$ cat config.mk
export PLATFORM = sky130hd
export DESIGN_NAME = pconv_c6_ctrl
export DESIGN_NICKNAME = d
export VERILOG_FILES = /design/src/rtl/pconv_c6_ctrl.sv
export SDC_FILE = /design/constraint.sdc
export NUM_CORES = 1
export LEC_CHECK = 0
export CAP_MARGIN = 5
export CORE_AREA = 2 2 479 481
export CTS_CLUSTER_DIAMETER = 30
export CTS_CLUSTER_SIZE = 12
export DETAILED_ROUTE_END_ITERATION = 10
export DIE_AREA = 0 0 481 483
export PLACE_DENSITY = 0.3
export SLEW_MARGIN = 25
export SYNTH_ARGS = -nofsm -noshare
export SYNTH_HDL_FRONTEND = slang
export SYNTH_SLANG_ARGS = --single-unit
export TNS_END_PERCENT = 1
$ cat constraint.sdc
create_clock -name clk -period 4.1 [get_ports clk]
set_input_delay 0.82 -clock clk [delete_from_list [all_inputs] [get_ports clk]]
set_output_delay 0.82 -clock clk [all_outputs]
set_load 0.005 [all_outputs]
$ cat src/rtl/pconv_c6_ctrl.sv
// Sequencer for the 6-in pointwise conv array: loads layer parameters, streams one feature map
// from the ifm RAM through the array and writes the results back to the ofm RAM in pixel order.
module pconv_c6_ctrl #(
  parameter int N              = 16,
  parameter int INPUT_SIZE     = 6,
  parameter int OUTPUT_CHANNEL = 32,
  parameter int ADDR_W         = 6,
  parameter int MAX_INFLIGHT   = 4
) (
  input  logic                        clk,
  input  logic                        rst,
  input  logic                        start,
  input  logic                        abort,
  output logic                        busy,
  output logic                        done,
  output logic                        err,
  output logic                        cfg_load,
  output logic                        ifm_rd_en,
  output logic [ADDR_W-1:0]           ifm_rd_addr,
  input  logic [6*N-1:0]              ifm_rd_data,
  output logic                        conv_ce,
  output logic                        conv_input_vld,
  output logic [6*N-1:0]              conv_din,
  input  logic [OUTPUT_CHANNEL*N-1:0] conv_dout,
  input  logic                        conv_dout_vld,
  output logic                        ofm_wr_en,
  output logic [ADDR_W-1:0]           ofm_wr_addr,
  output logic [OUTPUT_CHANNEL*N-1:0] ofm_wr_data
);

  localparam int CNT_W = ADDR_W + 1;
  localparam int PIX   = INPUT_SIZE * INPUT_SIZE;

  localparam logic [CNT_W-1:0] PIX_C    = CNT_W'(PIX);
  localparam logic [CNT_W-1:0] PIX_LAST = CNT_W'(PIX - 1);
  localparam logic [3:0]       MAX_INF  = 4'(MAX_INFLIGHT);

  typedef enum logic [2:0] {
    S_IDLE,
    S_CFG,
    S_RUN,
    S_DRAIN,
    S_DONE
  } state_t;

  state_t           state_q;
  logic [CNT_W-1:0] rd_cnt_q;
  logic [CNT_W-1:0] wr_cnt_q;
  logic [3:0]       infl_q;
  logic [3:0]       infl_d;
  logic             infl_unf;
  logic             err_q;
  logic             in_vld_q;

  logic             active;
  logic             rd_fire;
  logic             wr_fire;
  logic             spurious;

  // Abort masks every strobe in the same cycle so nothing issued late reaches the RAMs.
  assign active   = (state_q == S_RUN) || (state_q == S_DRAIN);
  assign rd_fire  = (state_q == S_RUN) && (rd_cnt_q < PIX_C) && (infl_q < MAX_INF) && !abort;
  assign wr_fire  = conv_dout_vld && active && (wr_cnt_q < PIX_C) && !abort;
  assign spurious = conv_dout_vld && !abort && !wr_fire;

  always_comb begin
    infl_d   = infl_q;
    infl_unf = 1'b0;
    case ({rd_fire, wr_fire})
      2'b10:   infl_d = infl_q + 4'd1;
      2'b01: begin
        if (infl_q == 4'd0) infl_unf = 1'b1;
        else                infl_d   = infl_q - 4'd1;
      end
      default: infl_d = infl_q;
    endcase
  end

  always_ff @(posedge clk or posedge rst) begin
    if (rst) begin
      state_q  <= S_IDLE;
      rd_cnt_q <= '0;
      wr_cnt_q <= '0;
      infl_q   <= '0;
      err_q    <= 1'b0;
      in_vld_q <= 1'b0;
    end else begin
      in_vld_q <= rd_fire;
      if (abort) begin
        state_q  <= S_IDLE;
        rd_cnt_q <= '0;
        wr_cnt_q <= '0;
        infl_q   <= '0;
      end else begin
        if (rd_fire) rd_cnt_q <= rd_cnt_q + 1'b1;
        if (wr_fire) wr_cnt_q <= wr_cnt_q + 1'b1;
        infl_q <= infl_d;
        case (state_q)
          S_IDLE: begin
            if (start) begin
              state_q  <= S_CFG;
              rd_cnt_q <= '0;
              wr_cnt_q <= '0;
              infl_q   <= '0;
              err_q    <= 1'b0;
            end
          end
          S_CFG:   state_q <= S_RUN;
          S_RUN: begin
            if (rd_fire && (rd_cnt_q == PIX_LAST)) state_q <= S_DRAIN;
          end
          S_DRAIN: begin
            if (wr_fire && (wr_cnt_q == PIX_LAST)) state_q <= S_DONE;
          end
          S_DONE:  state_q <= S_IDLE;
          default: state_q <= S_IDLE;
        endcase
      end
      // A result nobody asked for is flagged even on the cycle a new run is launched.
      if (spurious || infl_unf) err_q <= 1'b1;
    end
  end

  assign busy           = (state_q != S_IDLE);
  assign done           = (state_q == S_DONE);
  assign cfg_load       = (state_q == S_CFG);
  assign err            = err_q;
  assign conv_ce        = ((state_q == S_CFG) || active) && !abort;
  assign ifm_rd_en      = rd_fire;
  assign ifm_rd_addr    = rd_cnt_q[ADDR_W-1:0];
  assign conv_input_vld = in_vld_q;
  assign conv_din       = ifm_rd_data;
  assign ofm_wr_en      = wr_fire;
  assign ofm_wr_addr    = wr_cnt_q[ADDR_W-1:0];
  assign ofm_wr_data    = conv_dout;

endmodule

==> results of run 1 <==
[per-stage QoR]
| step | util, % | power [mW] |
|---|---|---|
| after floorplan | - | 0.7942 |
| after global placement | 2.350 | 0.3785 |
| after detailed placement | 2.350 | 0.3772 |
| after CTS | 2.385 | 0.6044 |
| after global routing | 2.385 | 0.6198 |
| final | 2.385 | 0.5950 |
[area by class of cell]
class | count | area (sq um) | share of cell area (%)
multi-input combinational | 95 | 691.9 | 12.79
timing repair buffer | 24 | 260.3 | 4.810
tap | 3009 | 3765 | 69.59
inverter | 10 | 37.54 | 0.6938
clock inverter | 1 | 5.005 | 0.09251
sequential | 23 | 575.6 | 10.64
clock buffer | 3 | 75.07 | 1.388
[cells by family (layout without fill, tap and decap cells)]
group                    count (synthesis)  count (layout)
buffers and inverters                  634              38
multiplexers                             4               4
AO/OA/AOI/OAI                           28              28
XOR/XNOR                                 6               6
AND/OR/NAND/NOR                         51              51
flip-flops                              23              23
adder cells (fa/ha/maj)                  6               6
[power by group through the flow]
stage               combinational (mW)  sequential (mW)  clock, mW
floorplan                        0.551            0.243          0
global placement                 0.124            0.255          0
detailed placement               0.123            0.254          0
CTS                              0.124            0.250      0.231
global route                     0.129            0.252      0.239
finish                           0.118            0.251      0.226
[flip-flops by register name, summed over array words and instances (netlist names)]
name,cells
wr_cnt_q,7
err,1
rd_cnt_q,7
infl_q,4
state_q,3
conv_input_vld,1
[cells in the mapped netlist, drive strengths merged, types with 2 or more instances]
cell      n
a21o      2
xor2      3
nor2      9
nor3b     2
nand3     4
nor3      7
o211ai    2
o21ai     4
xnor2     3
ha        6
inv      10
nor2b     4
a41o      2
buf     624
mux2i     4
o21a      2
and2      2
a21oi     9
nand2    11
and3      2
or3       2
dfrtp    23
nor4b     2
[layer usage]
layer / wire length (um) / vias up / GRT usage (%)
met5: 145 / - / 0.5592
met4: 6661 / 2 / 4.475
met3: 65710 / 262 / 25.15
met2: 53680 / 972 / 15.67
met1: 7145 / 695 / 1.689
li1: - / 521 / -
[worst min path at each step]
stage	slack, ns	startpoint	end
floorplan	0.49	err	err
global placement	0.54	rd_cnt_q[6]	rd_cnt_q[6]
detailed placement	0.54	rd_cnt_q[6]	rd_cnt_q[6]
CTS	0.56	rd_cnt_q[6]	rd_cnt_q[6]
global route	0.58	rd_cnt_q[6]	rd_cnt_q[6]
finish	0.56	rd_cnt_q[6]	rd_cnt_q[6]
[worst max-delay path: cells and delay by family]
family        cells  cell delay, ns
buf+inv           2            0.74
simple gates      2            0.90
==> results.json, run 1 <==
{
  "outcome": "completed",
  "relSlewSlack_pct": 51.60,
  "design_area_sq_um": 5410,
  "worstMarginPinSlew_ns": 0.7259,
  "row_count": 175,
  "max_stage_delay_ns": 0.54,
  "holdBufCountCts": 0,
  "skew_ns": 0.005391,
  "grt_overflow": 0,
  "ioPinCount": 1241,
  "max_cap_violations": 0,
  "layout.nets": 776,
  "cts_tree": "yes",
  "antenna_found_initial": 0,
  "cts_buffer_depth": 2,
  "p_switching_uw": 176.2,
  "ant_nets": 0,
  "cp-endpoint": "ofm_wr_en",
  "die_w_um": 481,
  "firstDrtPassIters": 4,
  "wl_per_cell_um": 42.13,
  "power.density_nw_per_um2": 110.0,
  "synth_area_leaders": "buf_4 78%, dfrtp_1 9.6%, ha_1 1.3%",
  "p_clk_share_pct": 38.0,
  "critical_path_required_ns": 3.28,
  "dpl.hpwl_mm": 130.0,
  "dp.cells": 3161,
  "die_area_sq_um": 232300,
  "drt-total-wl_mm": 133.3,
  "syn_to_final_growth_pct": -9.785,
  "p_leak_nw": 0.7486,
  "post_cts_buffers": 0,
  "cts_root_buffer": "clkbuf_16",
  "switching_share_pct": 29.61,
  "startpoint": "abort",
  "combPwrFrac_pct": 19.9,
  "fmaxAchievable_ghz": 0.3035,
  "n_fill_cell": 27250,
  "gp_congestion": 0.7958,
  "crit_type": "input port to output pin",
  "r2r_slack_ns": 1.63,
  "synth.mux.area_fraction_pct": 0.6676,
  "synthSimpleGateAreaFrac_pct": 5.258,
  "synth_compound_area_share_pct": 3.484,
  "slew_viol_final": 0,
  "ir_worst_vdd_mv": 0.1247,
  "portBuffers": 24,
  "async_reset_ff_share_pct": 100.0,
  "cts_buffers": 3,
  "synth_top_cell_by_area": "buf_4",
  "initial_core_util_pct": 2.644,
  "dr.first_iter.drc_count": 107,
  "htree_levels": 1,
  "rsz0062_at_grt": "false",
  "synth_top_family_by_area": "buffers and inverters",
  "drc": 0,
  "syn-instance-count": 752,
  "yosysWarnings": 0,
  "end_kind": "output pin",
  "synthDistinctLibCells": 43,
  "instances_no_fill": 3165,
  "synth_area_sq_um": 5997,
  "fin_ws_ns": 0.8051,
  "synth_nets": 1371,
  "holdWs_ns": 0.5572,
  "grt_pass1_wl_mm": 140.0,
  "cp_cell_sequence": "clkdlybuf4s50_1 > nand4bb_1 > nor3_4 > buf_12",
  "cp_data_arrival_time_ns": 2.47,
  "cp_slowest_cell": "clkdlybuf4s50_1",
  "min-delay-path-class": "register to register",
  "hold_viol": 0,
  "drive_above_1_share_pct": 9.615,
  "seqPwrFrac_pct": 42.1,
  "p_int_uw": 418.8,
  "cp-start-kind": "input port",
  "clk_pin_slew_worst_paths_ns": 0.07,
  "grt_pass1_vias": 2502,
  "setup_viol": 0,
  "fin_tns_setup_ns": 0,
  "synth-edff-count": 0,
  "synthAdderAreaFrac_pct": 1.252,
  "fin_crit_sh_pct": 80.36,
  "dr_total_vias": 2452,
  "layout_common_cells": "23 x dfrtp_1, 22 x clkdlybuf4s50_1, 11 x nand2_1",
  "cts_resized": 0,
  "fin_crit_ns": 3.295,
  "rr_worst_depth": 7,
  "cp_max_fo": 8,
  "layout_commonest_cell": "dfrtp_1",
  "antenna_cells": 0,
  "clk_latency_ns": 0.26,
  "clock-sinks": 23,
  "reg2reg_to": "infl_q[3]",
  "synth-seq-cells": 23,
  "core-area_sq_um": 226800,
  "routed_via_density": 0.7747,
  "track_usage_pct": 10.92,
  "rr_startpoint": "state_q[1]",
  "grt_start_max_net_pins": 24,
  "yosysSeqAreaShare_pct": 9.597,
  "dieHeight_um": 483,
  "place_worst_setup_slack_ns": 0.7558,
  "synth_xor_area_share_pct": 0.8763,
  "hold_path_depth": 1,
  "dpl-instance-area_sq_um": 5330,
  "ys.flop_type": "dfrtp_1",
  "synth_top_cell_area_share_pct": 77.86,
  "syn_area_per_cell_sq_um": 7.975
}
(Power assumes the default switching activity.)
==> run 2, diff against run 1 <==
--- a/config.mk
+++ b/config.mk
@@ -6,11 +6,11 @@
 export NUM_CORES = 1
 export LEC_CHECK = 0
 export CAP_MARGIN = 5
-export CORE_AREA = 2 2 479 481
+export CORE_AREA = 2 2 487 489
 export CTS_CLUSTER_DIAMETER = 30
 export CTS_CLUSTER_SIZE = 12
 export DETAILED_ROUTE_END_ITERATION = 10
-export DIE_AREA = 0 0 481 483
+export DIE_AREA = 0 0 489 491
 export PLACE_DENSITY = 0.3
 export SLEW_MARGIN = 25
 export SYNTH_ARGS = -nofsm -noshare
==> constraint.sdc (replaced) <==
create_clock -name clk -period 3 [get_ports clk]
set_input_delay 0.6 -clock clk [delete_from_list [all_inputs] [get_ports clk]]
set_output_delay 0.6 -clock clk [all_outputs]
set_load 0.005 [all_outputs]
==> run 2 against run 1 <==
Net effect: routed wire length grew 0.55%; global-route usage shrank 0.28 points; core utilization is essentially flat; sequential power grew 36%; critical path type unchanged; critical endpoint unchanged.
==> results.json, run 2 (synthesis gave the netlist of run 1 again) <==
{
  "setup_viol": 0,
  "row_count": 178,
  "dr_total_vias": 2396,
  "routed_via_density": 0.7236,
  "track_usage_pct": 10.64,
  "p_switching_uw": 233.5,
  "drt-total-wl_mm": 134.1,
  "cts_tree": "yes",
  "antenna_found_initial": 0,
  "cp_data_arrival_time_ns": 2.05,
  "design_area_sq_um": 5624,
  "switching_share_pct": 28.76,
  "fin_crit_ns": 2.654,
  "relSlewSlack_pct": 66.20,
  "n_fill_cell": 27980,
  "finalPower_uw": 812.1,
  "fin_ws_ns": 0.3459,
  "cts_root_buffer": "clkbuf_16",
  "clk_latency_ns": 0.26,
  "rsz0062_at_grt": "false",
  "grt_start_max_net_pins": 24,
  "min-delay-path-class": "register to register",
  "ioPinCount": 1241,
  "fmaxAchievable_ghz": 0.3768,
  "drc": 0,
  "layout_commonest_cell": "dfrtp_1",
  "worstMarginPinSlew_ns": 0.5054,
  "wl_per_cell_um": 40.49,
  "grt_pass1_wl_mm": 140.6,
  "die_area_sq_um": 240100,
  "ant_nets": 0,
  "dpl.hpwl_mm": 131.1,
  "crit_type": "input port to output pin",
  "layout.nets": 781,
  "clock-sinks": 23,
  "dpl-instance-area_sq_um": 5544,
  "max_cap_violations": 0,
  "critical_path_required_ns": 2.40,
  "die_w_um": 489,
  "cts_buffer_depth": 2,
  "cts_buffers": 3,
  "seqPwrFrac_pct": 42.0,
  "place_worst_setup_slack_ns": 0.2917,
  "layout_common_cells": "23 x dfrtp_1, 22 x clkdlybuf4s50_1, 11 x nand2_1",
  "initial_core_util_pct": 2.557,
  "fin_crit_sh_pct": 88.47,
  "outcome": "completed",
  "grt_overflow": 0,
  "dieHeight_um": 491,
  "fin_tns_setup_ns": 0,
  "top_regs": "rd_cnt_q x7, wr_cnt_q x7, infl_q x4",
  "firstDrtPassIters": 4,
  "post_cts_buffers": 0,
  "p_leak_nw": 0.7751,
  "finish.utilization_pct": 2.398,
  "p_clk_share_pct": 37.7,
  "dr.first_iter.drc_count": 124,
  "core-area_sq_um": 234500,
  "cp-start-kind": "input port",
  "slew_viol_final": 0,
  "syn_to_final_growth_pct": -6.217,
  "drive_above_1_share_pct": 11.80,
  "p_int_uw": 578.6,
  "gp_congestion": 0.7779,
  "ir_worst_vdd_mv": 0.2758,
  "end_kind": "output pin",
  "holdBufCountCts": 0,
  "portBuffers": 24,
  "cts_resized": 0,
  "r2r_slack_ns": 0.82,
  "cp_max_fo": 6,
  "combPwrFrac_pct": 20.3,
  "clk_pin_slew_worst_paths_ns": 0.07,
  "htree_levels": 1,
  "hold_viol": 0,
  "skew_ns": 0.002326,
  "grt_pass1_vias": 2455,
  "antenna_cells": 0,
  "power.density_nw_per_um2": 144.4
}
==> run 2: through the flow <==
step                      hold WS (ns)  instances
after CTS                       0.5680       3311
after detailed placement        0.5498       3307
after floorplan                 0.4864        752
after global placement          0.5690       3307
final                           0.5624       3311
after global routing            0.5902       3311
==> run 2: critical path: stages <==
cell             delay, ns
clkdlybuf4s50_1       0.42
nand4bb_1             0.34
nor3_4                0.30
buf_4                 0.22
buf_12                0.14
==> run 2: path summary, 6_finish.rpt <==
check / endpoint / start / depth (start not counted)
worst max-delay path: ofm_wr_en / abort / 5
worst min-delay path: err / err / 2
worst max register to register: infl_q[3] / state_q[2] / 7
worst min register to register: err / err / 2
max in group asynchronous: rd_cnt_q[4] / rst / 3
min in group asynchronous: wr_cnt_q[5] / rst / 3
==> run 2: cell type report <==
cell class / instances / area (sq um) / area share, %
Clock buffer: 3 / 75.07 / 1.335
Clock inverter: 1 / 5.005 / 0.08899
Inverter: 10 / 37.54 / 0.6674
Multi-Input combinational cell: 95 / 691.9 / 12.30
Sequential cell: 23 / 575.6 / 10.23
Tap cell: 3150 / 3941 / 70.08
Timing Repair Buffer: 29 / 297.8 / 5.295
==> run 2: routing by layer <==
layer	share of wire [%]	GRT usage, %	vias up
li1	-	-	523
met1	4.1	1.245	647
met2	41	15.73	968
met3	49	24.49	256
met4	5.0	4.343	2
met5	0.25	1.087	-
==> run 2: power groups by stage <==
stage / logic (mW) / registers, mW / clock network [mW]
final: 0.165 / 0.341 / 0.306
after global routing: 0.185 / 0.343 / 0.324
after CTS: 0.174 / 0.342 / 0.311
after detailed placement: 0.173 / 0.347 / 0
after global placement: 0.174 / 0.347 / 0
after floorplan: 0.753 / 0.332 / 0
